===== config.mk =====
export PLATFORM = sky130hd
export DESIGN_NAME = core_control_fsm
export DESIGN_NICKNAME = d
export VERILOG_FILES = /design/src/rtl/core_ctrl_pkg.sv /design/src/rtl/core_control_fsm_next_pc_unit.sv /design/src/rtl/core_control_fsm.sv
export SDC_FILE = /design/constraint.sdc
export NUM_CORES = 1
export LEC_CHECK = 0
export CAP_MARGIN = 40
export CORE_ASPECT_RATIO = 2
export CORE_MARGIN = 2
export CORE_UTILIZATION = 50
export CTS_BUF_LIST = sky130_fd_sc_hd__clkbuf_8 sky130_fd_sc_hd__clkbuf_16
export DETAILED_ROUTE_END_ITERATION = 8
export HOLD_SLACK_MARGIN = 0.06
export PLACE_DENSITY = 0.81
export SLEW_MARGIN = 10
export SYNTH_ARGS = -nofsm -noshare
export SYNTH_HDL_FRONTEND = slang
export SYNTH_SLANG_ARGS = --single-unit

===== constraint.sdc =====
create_clock -name clk -period 3.65 [get_ports clk]
set_clock_uncertainty 0.2 [all_clocks]
set_input_delay 0.5475 -clock clk [delete_from_list [all_inputs] [get_ports clk]]
set_output_delay 0.5475 -clock clk [all_outputs]
set_load 0.1 [all_outputs]

===== src/rtl/core_ctrl_pkg.sv =====
// Shared definitions for the RV32I control sequencer: state encodings, opcode
// classes, write-back select codes and the opcode classifier.
`timescale 1ns/1ps
package core_ctrl_pkg;

  typedef enum logic [2:0] {
    ST_IDLE   = 3'd0,
    ST_FETCH  = 3'd1,
    ST_DECODE = 3'd2,
    ST_EXEC   = 3'd3,
    ST_MEM    = 3'd4,
    ST_WB     = 3'd5,
    ST_FAULT  = 3'd6
  } state_e;

  typedef enum logic [3:0] {
    CLS_ILLEGAL = 4'd0,
    CLS_LOAD    = 4'd1,
    CLS_STORE   = 4'd2,
    CLS_BRANCH  = 4'd3,
    CLS_JAL     = 4'd4,
    CLS_JALR    = 4'd5,
    CLS_LUI     = 4'd6,
    CLS_AUIPC   = 4'd7,
    CLS_OPIMM   = 4'd8,
    CLS_OP      = 4'd9
  } cls_e;

  localparam logic [6:0] OPC_LOAD   = 7'b0000011;
  localparam logic [6:0] OPC_STORE  = 7'b0100011;
  localparam logic [6:0] OPC_BRANCH = 7'b1100011;
  localparam logic [6:0] OPC_JAL    = 7'b1101111;
  localparam logic [6:0] OPC_JALR   = 7'b1100111;
  localparam logic [6:0] OPC_LUI    = 7'b0110111;
  localparam logic [6:0] OPC_AUIPC  = 7'b0010111;
  localparam logic [6:0] OPC_OPIMM  = 7'b0010011;
  localparam logic [6:0] OPC_OP     = 7'b0110011;

  localparam logic [1:0] WB_ALU  = 2'b00;
  localparam logic [1:0] WB_LOAD = 2'b01;
  localparam logic [1:0] WB_PC4  = 2'b10;
  localparam logic [1:0] WB_IMM  = 2'b11;

  function automatic cls_e classify(input logic [6:0] opc);
    case (opc)
      OPC_LOAD:   return CLS_LOAD;
      OPC_STORE:  return CLS_STORE;
      OPC_BRANCH: return CLS_BRANCH;
      OPC_JAL:    return CLS_JAL;
      OPC_JALR:   return CLS_JALR;
      OPC_LUI:    return CLS_LUI;
      OPC_AUIPC:  return CLS_AUIPC;
      OPC_OPIMM:  return CLS_OPIMM;
      OPC_OP:     return CLS_OP;
      default:    return CLS_ILLEGAL;
    endcase
  endfunction

  function automatic logic [1:0] wb_sel_of(input cls_e c);
    case (c)
      CLS_LOAD:          return WB_LOAD;
      CLS_JAL, CLS_JALR: return WB_PC4;
      CLS_LUI:           return WB_IMM;
      default:           return WB_ALU;
    endcase
  endfunction

endpackage


===== src/rtl/core_control_fsm_next_pc_unit.sv =====
// Combinational next-PC selection for the control sequencer, plus a flag for
// targets that are not 4-byte aligned.
`timescale 1ns/1ps
module next_pc_unit
  import core_ctrl_pkg::*;
(
  input  logic [31:0] pc_i,
  input  logic [31:0] imm_i,
  input  logic [31:0] alu_result_i,
  input  logic        taken_br_i,
  input  cls_e        cls_i,
  output logic [31:0] next_pc_o,
  output logic        misalign_o
);

  always_comb begin
    next_pc_o = pc_i + 32'd4;
    case (cls_i)
      CLS_JAL:    next_pc_o = pc_i + imm_i;
      CLS_BRANCH: if (taken_br_i) next_pc_o = pc_i + imm_i;
      CLS_JALR:   next_pc_o = alu_result_i & 32'hFFFF_FFFE;
      default:    ;
    endcase
  end

  // Bit 0 is always clear here, so only bit 1 can break word alignment.
  assign misalign_o = next_pc_o[1];

endmodule


===== src/rtl/core_control_fsm.sv =====
// Multi-cycle RV32I sequencer: owns the PC and walks each instruction through
// FETCH/DECODE/EXEC/MEM/WB, trapping illegal opcodes, bad targets and memory timeouts.
`timescale 1ns/1ps
module core_control_fsm
  import core_ctrl_pkg::*;
#(
  parameter logic [31:0] RESET_PC    = 32'h0,
  parameter int          MEM_TIMEOUT = 8
) (
  input  logic        clk,
  input  logic        reset,
  input  logic [6:0]  opcode,
  input  logic        taken_br,
  input  logic [31:0] imm,
  input  logic [31:0] alu_result,
  input  logic        mem_ready,
  output logic [31:0] pc,
  output logic        fetch_en,
  output logic        decode_en,
  output logic        alu_en,
  output logic        mem_req,
  output logic        mem_we,
  output logic        rf_wr_en,
  output logic [1:0]  wb_sel,
  output logic [2:0]  state,
  output logic        fault
);

  localparam int CW = $clog2(MEM_TIMEOUT + 1);

  state_e        state_q, state_d;
  cls_e          cls_q, cls_d;
  logic [31:0]   pc_q, pc_d;
  logic [CW-1:0] wait_q, wait_d;

  logic fetch_q, decode_q, alu_q, mem_req_q, mem_we_q, rf_wr_q, fault_q;
  logic [1:0] wb_sel_q;

  logic [31:0] next_pc;
  logic        misalign;

  next_pc_unit u_next_pc (
    .pc_i         (pc_q),
    .imm_i        (imm),
    .alu_result_i (alu_result),
    .taken_br_i   (taken_br),
    .cls_i        (cls_q),
    .next_pc_o    (next_pc),
    .misalign_o   (misalign)
  );

  always_comb begin
    state_d = state_q;
    cls_d   = cls_q;
    pc_d    = pc_q;
    wait_d  = wait_q;
    case (state_q)
      ST_IDLE:   state_d = ST_FETCH;
      ST_FETCH:  state_d = ST_DECODE;
      ST_DECODE: state_d = ST_EXEC;
      ST_EXEC: begin
        cls_d  = classify(opcode);
        wait_d = '0;
        if (cls_d == CLS_ILLEGAL)
          state_d = ST_FAULT;
        else if (cls_d == CLS_LOAD || cls_d == CLS_STORE)
          state_d = ST_MEM;
        else
          state_d = ST_WB;
      end
      ST_MEM: begin
        if (mem_ready) begin
          if (cls_q == CLS_LOAD) begin
            state_d = ST_WB;
          end else if (misalign) begin
            state_d = ST_FAULT;
          end else begin
            pc_d    = next_pc;
            state_d = ST_FETCH;
          end
        end else if (wait_q == CW'(MEM_TIMEOUT - 1)) begin
          state_d = ST_FAULT;
        end else begin
          wait_d = wait_q + CW'(1);
        end
      end
      ST_WB: begin
        if (misalign) begin
          state_d = ST_FAULT;
        end else begin
          pc_d    = next_pc;
          state_d = ST_FETCH;
        end
      end
      ST_FAULT:  state_d = ST_FAULT;
      default:   state_d = ST_FAULT;
    endcase
  end

  // Strobes are registered from the upcoming state so they line up with state_q.
  always_ff @(posedge clk) begin
    if (!reset) begin
      state_q   <= ST_IDLE;
      cls_q     <= CLS_ILLEGAL;
      pc_q      <= RESET_PC;
      wait_q    <= '0;
      fetch_q   <= 1'b0;
      decode_q  <= 1'b0;
      alu_q     <= 1'b0;
      mem_req_q <= 1'b0;
      mem_we_q  <= 1'b0;
      rf_wr_q   <= 1'b0;
      wb_sel_q  <= WB_ALU;
      fault_q   <= 1'b0;
    end else begin
      state_q   <= state_d;
      cls_q     <= cls_d;
      pc_q      <= pc_d;
      wait_q    <= wait_d;
      fetch_q   <= (state_d == ST_FETCH);
      decode_q  <= (state_d == ST_DECODE);
      alu_q     <= (state_d == ST_EXEC);
      mem_req_q <= (state_d == ST_MEM);
      mem_we_q  <= (state_d == ST_MEM) && (cls_d == CLS_STORE);
      rf_wr_q   <= (state_d == ST_WB) && (cls_d != CLS_BRANCH);
      wb_sel_q  <= (state_d == ST_WB) ? wb_sel_of(cls_d) : WB_ALU;
      fault_q   <= (state_d == ST_FAULT);
    end
  end

  assign pc        = pc_q;
  assign fetch_en  = fetch_q;
  assign decode_en = decode_q;
  assign alu_en    = alu_q;
  assign mem_req   = mem_req_q;
  assign mem_we    = mem_we_q;
  // A misaligned target aborts the instruction, so its register write is dropped.
  assign rf_wr_en  = rf_wr_q & ~misalign;
  assign wb_sel    = wb_sel_q;
  assign state     = state_q;
  assign fault     = fault_q;

endmodule


==> out/qor.tcl <==
set qor(synth.yosys.seq_area_share) 0.221
set qor(grt_start_max_net_pins) 37
set qor(crit_path_end_kind) {flip-flop}
set qor(grt_first_pass_wirelength_mm) 27.4
set qor(crit_slowest_cell) {sky130_fd_sc_hd__clkdlybuf4s50_1}
set qor(worst_hold_slack_ns) 0.308
set qor(maxSlewViolCount) 0
set qor(worstPathMaxFanout) 3
set qor(route.antenna.remaining_nets) 0
set qor(achievable-frequency_ghz) 0.288
set qor(timing_hold_violations_final) 0
set qor(worst-setup-path-type) {input pin to flip-flop}
set qor(area_of_the_multi_input_gates_sq_um) 3420
set qor(longest_clk_path_bufs) 2
set qor(area_growth_syn_to_layout_pct) 44.9
set qor(crit_path_required_time_ns) 3.63
set qor(max_slew_margin) 0.454
set qor(clock_tree_from_tritoncts) {done}
set qor(cp_slowest_stage_delay_ns) 0.40
set qor(ff_latch_area_sq_um) 1020
set qor(netlist_instances) 610
set qor(io_buffers) 116
set qor(die-height_um) 140
set qor(critical_path_arrival_ns) 3.46
set qor(drc) 0
set qor(setup_viol) 0
set qor(cts.repair_timing.setup_buffer_count) 0
set qor(fill_cells) 723
set qor(power.share.clock) 0.361
set qor(cp.buffers_inverters) 3
set qor(peak_ir_drop_on_the_vdd_network_uv) 242
set qor(floorplan.core_area_sq_um) 9010
set qor(synth_nets) 718
set qor(root_buffer) {sky130_fd_sc_hd__clkbuf_16}
set qor(async_flop_share) 0
set qor(route.final.wire_length_mm) 17.1
set qor(r2r_slack_ns) 0.47
set qor(grt_pass1_vias) 5727
set qor(fp.dieW_um) 72.0
set qor(crit_chain) {clkdlybuf4s50_1 -> ha_1 -> a31o_2 -> a21oi_1 -> o31a_1 -> o22ai_1 -> a2111oi_1 -> buf_4 -> o31ai_1 -> buf_4 -> nor4_1 -> o31ai_1}
set qor(htree_num_levels) 2
set qor(switching_share) 0.314
set qor(clk_pin_slew_ns) 0.07
set qor(synth_area_leaders) {sky130_fd_sc_hd__dfxtp_1, sky130_fd_sc_hd__ha_1, sky130_fd_sc_hd__a21oi_1}
set qor(min_period_ns) 3.48
set qor(grt_antenna_before_repair) 0
set qor(via_to_cell_ratio) 6.54
set qor(io_pins) 119
set qor(num-nets-final) 879
set qor(drt_iter0_markers) 403
set qor(gp_routability_congestion) 0.965
set qor(via_count) 5717
set qor(power.density_nw_per_um2) 257
set qor(syn_area_sq_um) 4620
set qor(routed_wire_length_per_instance_um) 19.6
set qor(layout_commonest_cell) {sky130_fd_sc_hd__clkdlybuf4s50_1}
set qor(worst_slew_pin_slew_ns) 0.819
set qor(floorplan.die_area_sq_um) 10100
set qor(grt_usage) 0.340
set qor(max_cap_violations) 0
set qor(synth.distinct_cells) 72
set qor(start_util) 0.513
set qor(drive_above_1_share) 0.141
set qor(antenna_cells_inserted) 0
set qor(cts-buffers-inserted) 5
set qor(hold_path.class) {flip-flop to flip-flop}
set qor(clock_latency_ns) 0.30
set qor(dp_hpwl_mm) 13.2
set qor(post-route-period-util) 0.953
set qor(clkSinkCount) 51
set qor(unrepaired_setup_endpoints_after_global_routing) {false}
set qor(synth_ff_type) {sky130_fd_sc_hd__dfxtp_1}
set qor(power.share.sequential) 0.345
set qor(ys_ff_latch) 51
set qor(worstSetupStartpointType) {input pin}
set qor(synth-warning-count) 0
set qor(internal-power_mw) 1.18
set qor(totalPowerFinal_mw) 1.72
set qor(power.static_leakage_nw) 2.82
set qor(number_of_enable_type_register_cells_in_the_synthesized_netlist) 0
set qor(synth_area_leader_cell) {sky130_fd_sc_hd__dfxtp_1}
set qor(combinational_power_share) 0.294
set qor(dr.pass1.iters) 8
set qor(grt_ovf) 0
set qor(core.rowCount) 49
set qor(yosysTopAreaCellShare) 0.221
set qor(run_status) {completed}
set qor(net_switching_power_figure_mw) 0.540
set qor(cpLargestDelayFamily) {compound AO/OA/AOI/OAI gates}
set qor(highest_count_cells_in_the_layout_ignoring_fill_and_taps) {sky130_fd_sc_hd__clkdlybuf4s50_1, sky130_fd_sc_hd__a21oi_1, sky130_fd_sc_hd__nor2_1}
set qor(post_synthesis_area_per_instance_sq_um) 7.58
[worst paths after layout]
path	from	endpoint	depth (start not counted)
worst max-delay path	imm[2]	pc[31]	12
worst min-delay path	pc[0]	pc[0]	2
worst max register to register	pc[5]	pc[31]	11
worst min register to register	pc[0]	pc[0]	2
[metrics by stage]
step	instances	worst slack, ns	TNS [ns]	area, sq um	util
floorplan	610	0.0413	0	4620	-
global placement	837	0.0522	0	6070	0.673
detailed placement	866	-0.152	-0.242	6500	0.721
CTS	874	0.164	0	6690	0.743
global route	874	0.000100	0	6700	0.743
finish	874	0.172	0	6700	0.743
[area by class of cell]
type / count / share of cell area
Clock inverter: 3 / 0.0101
Sequential cell: 51 / 0.152
Tap cell: 102 / 0.0191
Clock buffer: 5 / 0.0187
Timing Repair Buffer: 185 / 0.280
Inverter: 15 / 0.00841
Multi-Input combinational cell: 513 / 0.511
[state kept, by name, indices dropped and copies added, names as in the netlist]
register / cells
state: 3
mem_req: 1
cls_q: 4
fault: 1
rf_wr_q: 1
alu_en: 1
mem_we: 1
fetch_en: 1
wb_sel: 2
pc: 31
decode_en: 1
wait_q: 4
[cells in the mapped netlist (5+ instances only)]
cell	number
sky130_fd_sc_hd__a221oi_1	14
sky130_fd_sc_hd__a21oi_1	60
sky130_fd_sc_hd__a211oi_1	11
sky130_fd_sc_hd__o21ai_0	46
sky130_fd_sc_hd__and3_1	9
sky130_fd_sc_hd__nand4_1	12
sky130_fd_sc_hd__nor2_1	57
sky130_fd_sc_hd__a31oi_1	7
sky130_fd_sc_hd__nand2b_1	9
sky130_fd_sc_hd__a222oi_1	10
sky130_fd_sc_hd__o21bai_1	8
sky130_fd_sc_hd__nand2_1	41
sky130_fd_sc_hd__ha_1	33
sky130_fd_sc_hd__xnor2_1	18
sky130_fd_sc_hd__a22oi_1	5
sky130_fd_sc_hd__nand3_1	17
sky130_fd_sc_hd__clkbuf_1	24
sky130_fd_sc_hd__nor2b_1	8
sky130_fd_sc_hd__dfxtp_1	51
sky130_fd_sc_hd__nor4_1	5
sky130_fd_sc_hd__nor3_1	13
sky130_fd_sc_hd__a21o_1	24
sky130_fd_sc_hd__and2_1	6
sky130_fd_sc_hd__xor2_1	20
sky130_fd_sc_hd__inv_1	15
[timing repair]
action,CTS,global route
setup endpoints to repair,0,1
hold buffers,0,0
gates resized for setup,0,1
[power groups by stage]
stage | Combinational (mW) | Clock, mW | Sequential, mW
global route | 0.535 | 0.653 | 0.594
floorplan | 0.177 | 0 | 0.703
CTS | 0.501 | 0.628 | 0.592
finish | 0.506 | 0.621 | 0.593
detailed placement | 0.498 | 0 | 0.605
global placement | 0.455 | 0 | 0.604
[kinds of logic (layout without fill, tap and decap cells)]
group           Yosys count  in the layout  synth area share
compound gates          236            236             0.344
simple gates            201            201             0.223
flops                    51             51             0.221
buf+inv                  46            208            0.0414
xor+xnor                 38             38            0.0720
fa+ha+maj                33             33            0.0893
mux                       4              4           0.00893
other cells               1              1          0.000811
[worst reg2reg max path: cells and delay by family (launching register included)]
kind	cells	cell delay, ns
flops	1	0.47
compound gates	6	1.18
fa+ha+maj	1	0.34
simple gates	2	0.56
buf+inv	2	0.34
[per-layer routing]
| metal | up-vias | global-route usage | wire length (um) |
|---|---|---|---|
| li1 | 2645 | - | - |
| met5 | - | 0 | 0 |
| met2 | 327 | 0.615 | 9050 |
| met4 | 0 | 0.240 | 1370 |
| met1 | 2633 | 0.342 | 5670 |
| met3 | 112 | 0.0504 | 1030 |
(Power assumes the default switching activity.)
==> RTL change 1 (config.mk and constraints unchanged) <==
Remove the case item `CLS_BRANCH` of the case on `cls_i`.
--- a/src/rtl/core_control_fsm_next_pc_unit.sv
+++ b/src/rtl/core_control_fsm_next_pc_unit.sv
@@ -18,5 +18,4 @@
     case (cls_i)
       CLS_JAL:    next_pc_o = pc_i + imm_i;
-      CLS_BRANCH: if (taken_br_i) next_pc_o = pc_i + imm_i;
       CLS_JALR:   next_pc_o = alu_result_i & 32'hFFFF_FFFE;
       default:    ;
Behaviour: not the same (Yosys sat finds a counterexample within 10 cycles, from zero or initial values and one cycle with reset low).
==> RTL change 1 against the unedited design <==
Fmax increased by 3.0%; wire length increased by 0.98%; area after synthesis increased by 5.6%; sequential cell count unchanged; power decreased by 11%; highest routed layer unchanged; cell area increased by 2.6%; die area increased by 5.3%; worst setup slack improved by 100 ps; first-iteration DRC count increased by 22%.
==> RTL change 1: results (changes against the unedited design) <==
The run finished with clean final reports. For the die area, the log shows 10600 sq um (+5.3%). The run gives 6081 (+6.2%) as the number of global-route vias before repair. Counting instances in the post-synthesis netlist gives the leading cell types as sky130_fd_sc_hd__a21oi_1, sky130_fd_sc_hd__nand2_1, sky130_fd_sc_hd__dfxtp_1, sky130_fd_sc_hd__nor2_1, sky130_fd_sc_hd__o21ai_0. The maximum number of pins on one net before global-route repair was 47 (+27%). The global-route total usage across every layer is 0.325 (-0.0157), and the data-path buffer share of cell area in the final layout is 0.270 (-0.0101).

The minimum period implied by the final worst setup slack works out to 3380 ps (-100 ps). The cell with the largest stage delay on the worst path was sky130_fd_sc_hd__a211oi_1. The tools report the worst hold-check slack as 314 ps (+5.48 ps). The critical path arrival was 3380 ps (-80 ps). Sorting the synthesized cells by area gives the leading types as sky130_fd_sc_hd__dfxtp_1, sky130_fd_sc_hd__ha_1, sky130_fd_sc_hd__a21oi_1, sky130_fd_sc_hd__nand2_1, sky130_fd_sc_hd__o21ai_0. Sum of net half-perimeters after detailed placement: 13500 microns (+2.6%). The relative area of clock buffers and inverters in the final design was 0.0224 (-0.00638). For the post-detailed-placement cell area, the log shows 6720 sq um (+3.3%).

For the highest ir drop seen on vdd, the log shows 0.185 mV (-23%). The sequential share of cell area is 0.149 (-0.00389), and the wire length of the first global-routing pass is 27500 microns (+0.56%). The proportion of layout cells with a drive suffix above 1 is 0.126 (-0.0148), and the leakage component of the power is 2.71 nW (-3.7%). Iteration-0 DRC count of the detailed router: 490 (+22%). The reg-to-reg setup timing slack is 510 ps (+40 ps), and the global placement routability congestion is 0.921 (-4.6%).

The count of buffers from port buffering was 115 (-0.86%). The largest fanout on the critical path is 5 (+2). The non-clock inverter total of the final layout is 14 (-1), and the worst slack at placement is -9.58 ps (+142 ps).

The largest stage delay on the critical path came out at 450 ps (+50 ps). The capturing point of the worst reg2reg path was pc[24]. For the fraction of the yosys area taken by sequential cells, the log shows 0.209 (-0.0117). First-pass iteration count of the detailed router: 5 (-3).

The number of diodes is 0 (unchanged), and the count of plain and timing-repair buffers is 177 (-4.3%). The startpoint identified for the worst register-to-register timing path is pc[2]. The power density over the cells came out at 222 nW/um^2 (-14%).
RTL change 1: cell types whose count changed after synthesis, sizes merged, moves of 5 or more:
cell and change:
a21o -9, a221oi -10, a222oi -10, a31oi +8, clkbuf +10, nand2 +20
nand3 +6, nand3b +5, nor2 -14, nor2b +7, o211ai +9, o21ai +21
xor2 -7
RTL change 1: per-layer routing:
layer | global-route usage | routed length, microns
met2 | 0.609 | 9480
met4 | 0.189 | 768
met1 | 0.327 | 6010
met5 | 0 | 0
met3 | 0.0379 | 1030
RTL change 1: where the power goes:
group | switching (mW) | total (mW) | internal, mW
registers | 0.0179 | 0.586 | 0.569
logic | 0.247 | 0.429 | 0.182
clock network | 0.248 | 0.511 | 0.263
RTL change 1: kinds of logic after synthesis:
family,share of synthesized area
fa+ha+maj,0.0846
mux,0.0131
flops,0.209
simple gates,0.243
xor+xnor,0.0503
compound gates,0.349
other cells,0.000768
buf+inv,0.0497
==> RTL change 2 (same flow settings) <==
Without the edit above. `MEM_TIMEOUT`: 8 -> 4.
--- a/src/rtl/core_control_fsm.sv
+++ b/src/rtl/core_control_fsm.sv
@@ -6,5 +6,5 @@
 #(
   parameter logic [31:0] RESET_PC    = 32'h0,
-  parameter int          MEM_TIMEOUT = 8
+  parameter int          MEM_TIMEOUT = 4
 ) (
   input  logic        clk,
Function: changed (a bounded check fails within 10 cycles, from zero or initial values and one cycle with reset low).
==> RTL change 2 against the unedited design <==
Power down 8.5%; worst setup slack improved by 82 ps; first-iteration DRC count grew 6.7%; wire length shrank 2.6%; count of clock-buffer cells in the layout unchanged; combinational power shrank 13%; sequential cell count is 1 lower; synthesized cell count rose by 1.6%; area after synthesis up 0.54%; cell area rose by 0.30%; non-clock buffer count is 7 lower.
==> RTL change 2: results (changes against the unedited design) <==
The met3 track demand over resource came out at 0.0482 (-0.00216). The tools report the synthesized netlist net count as 729 (+1.5%). The run gives -14.9 ps (+137 ps) as the worst slack at placement. Counting instances in the post-synthesis netlist gives the leading cell types as sky130_fd_sc_hd__nand2_1, sky130_fd_sc_hd__a21oi_1, sky130_fd_sc_hd__dfxtp_1, sky130_fd_sc_hd__o21ai_0, sky130_fd_sc_hd__nor2_1. The flow ran to the end, and the final reports show no timing, DRC or antenna violations. The fraction of the yosys area taken by sequential cells was 0.215 (-0.00550).

The leakage component of the power was 2.88 nW (+2.1%). The logs give 872 (+0.69%) for the cell total after placement and 3380 ps (-80 ps) for the critical path arrival. The first-pass iteration count of the detailed router was 5 (-3); the flip-flop and latch power was 0.575 mW (-3%). The run gives 8870 microns (-2.0%) as the wire length on met2. The run gives 0.223 mV (-7.7%) as the highest ir drop seen on vdd. The run gives 430 (+6.7%) as the iteration-0 DRC count of the detailed router. The tools report the met2 usage as 0.603 (-0.0119). The largest stage delay on the critical path works out to 440 ps (+40 ps). The largest fanout on the critical path is 4 (+1), and the net switching component of the power is 0.498 mW (-7.7%). Yosys attributes the largest share of cell area to sky130_fd_sc_hd__dfxtp_1, sky130_fd_sc_hd__ha_1, sky130_fd_sc_hd__a21oi_1, sky130_fd_sc_hd__o21ai_0, sky130_fd_sc_hd__nand2_1. The sum of net half-perimeters after detailed placement is 12500 microns (-5.2%).

The global-route total usage across every layer was 0.324 (-0.0166). The tools report the layout filler cell count as 689 (-4.7%). The combinational group power was 0.441 mW (-13%); the average wire per cell in the routed design was 19.0 microns (-3.3%). Met1 wire length: 5730 microns (+1.1%).

The run gives 886 (+0.80%) as the post-layout net count.
[RTL change 2: logic make-up (layout without fill, tap and decap cells)]
family | after synthesis | in the layout | synth area share
DFF | 50 | 50 | 0.215
muxes | 4 | 4 | 0.00862
adders and majority gates | 34 | 34 | 0.0915
xor gates and xnor gates | 36 | 36 | 0.0679
and+or+nand+nor | 217 | 217 | 0.239
buffers and inverters | 48 | 206 | 0.0407
AOI/OAI and AO/OA | 230 | 230 | 0.337
other | 1 | 1 | 0.000807
[RTL change 2: worst paths after layout]
check	slack [ps]	endpoint	from	cells after the start
max	250	pc[21]	imm[9]	12
min	310	pc[0]	pc[0]	2
max reg2reg	460	pc[21]	pc[9]	11
min reg2reg	310	pc[0]	pc[0]	2
[RTL change 2: layout make-up]
type	count	area, sq um	share of cell area
inverter	20	75.1	0.0112
clock buffer	5	125	0.0186
sequential	50	1000	0.149
multi-input combinational	522	3470	0.517
tap	102	128	0.0190
clock inverter	3	41.3	0.00615
timing repair buffer	178	1870	0.279
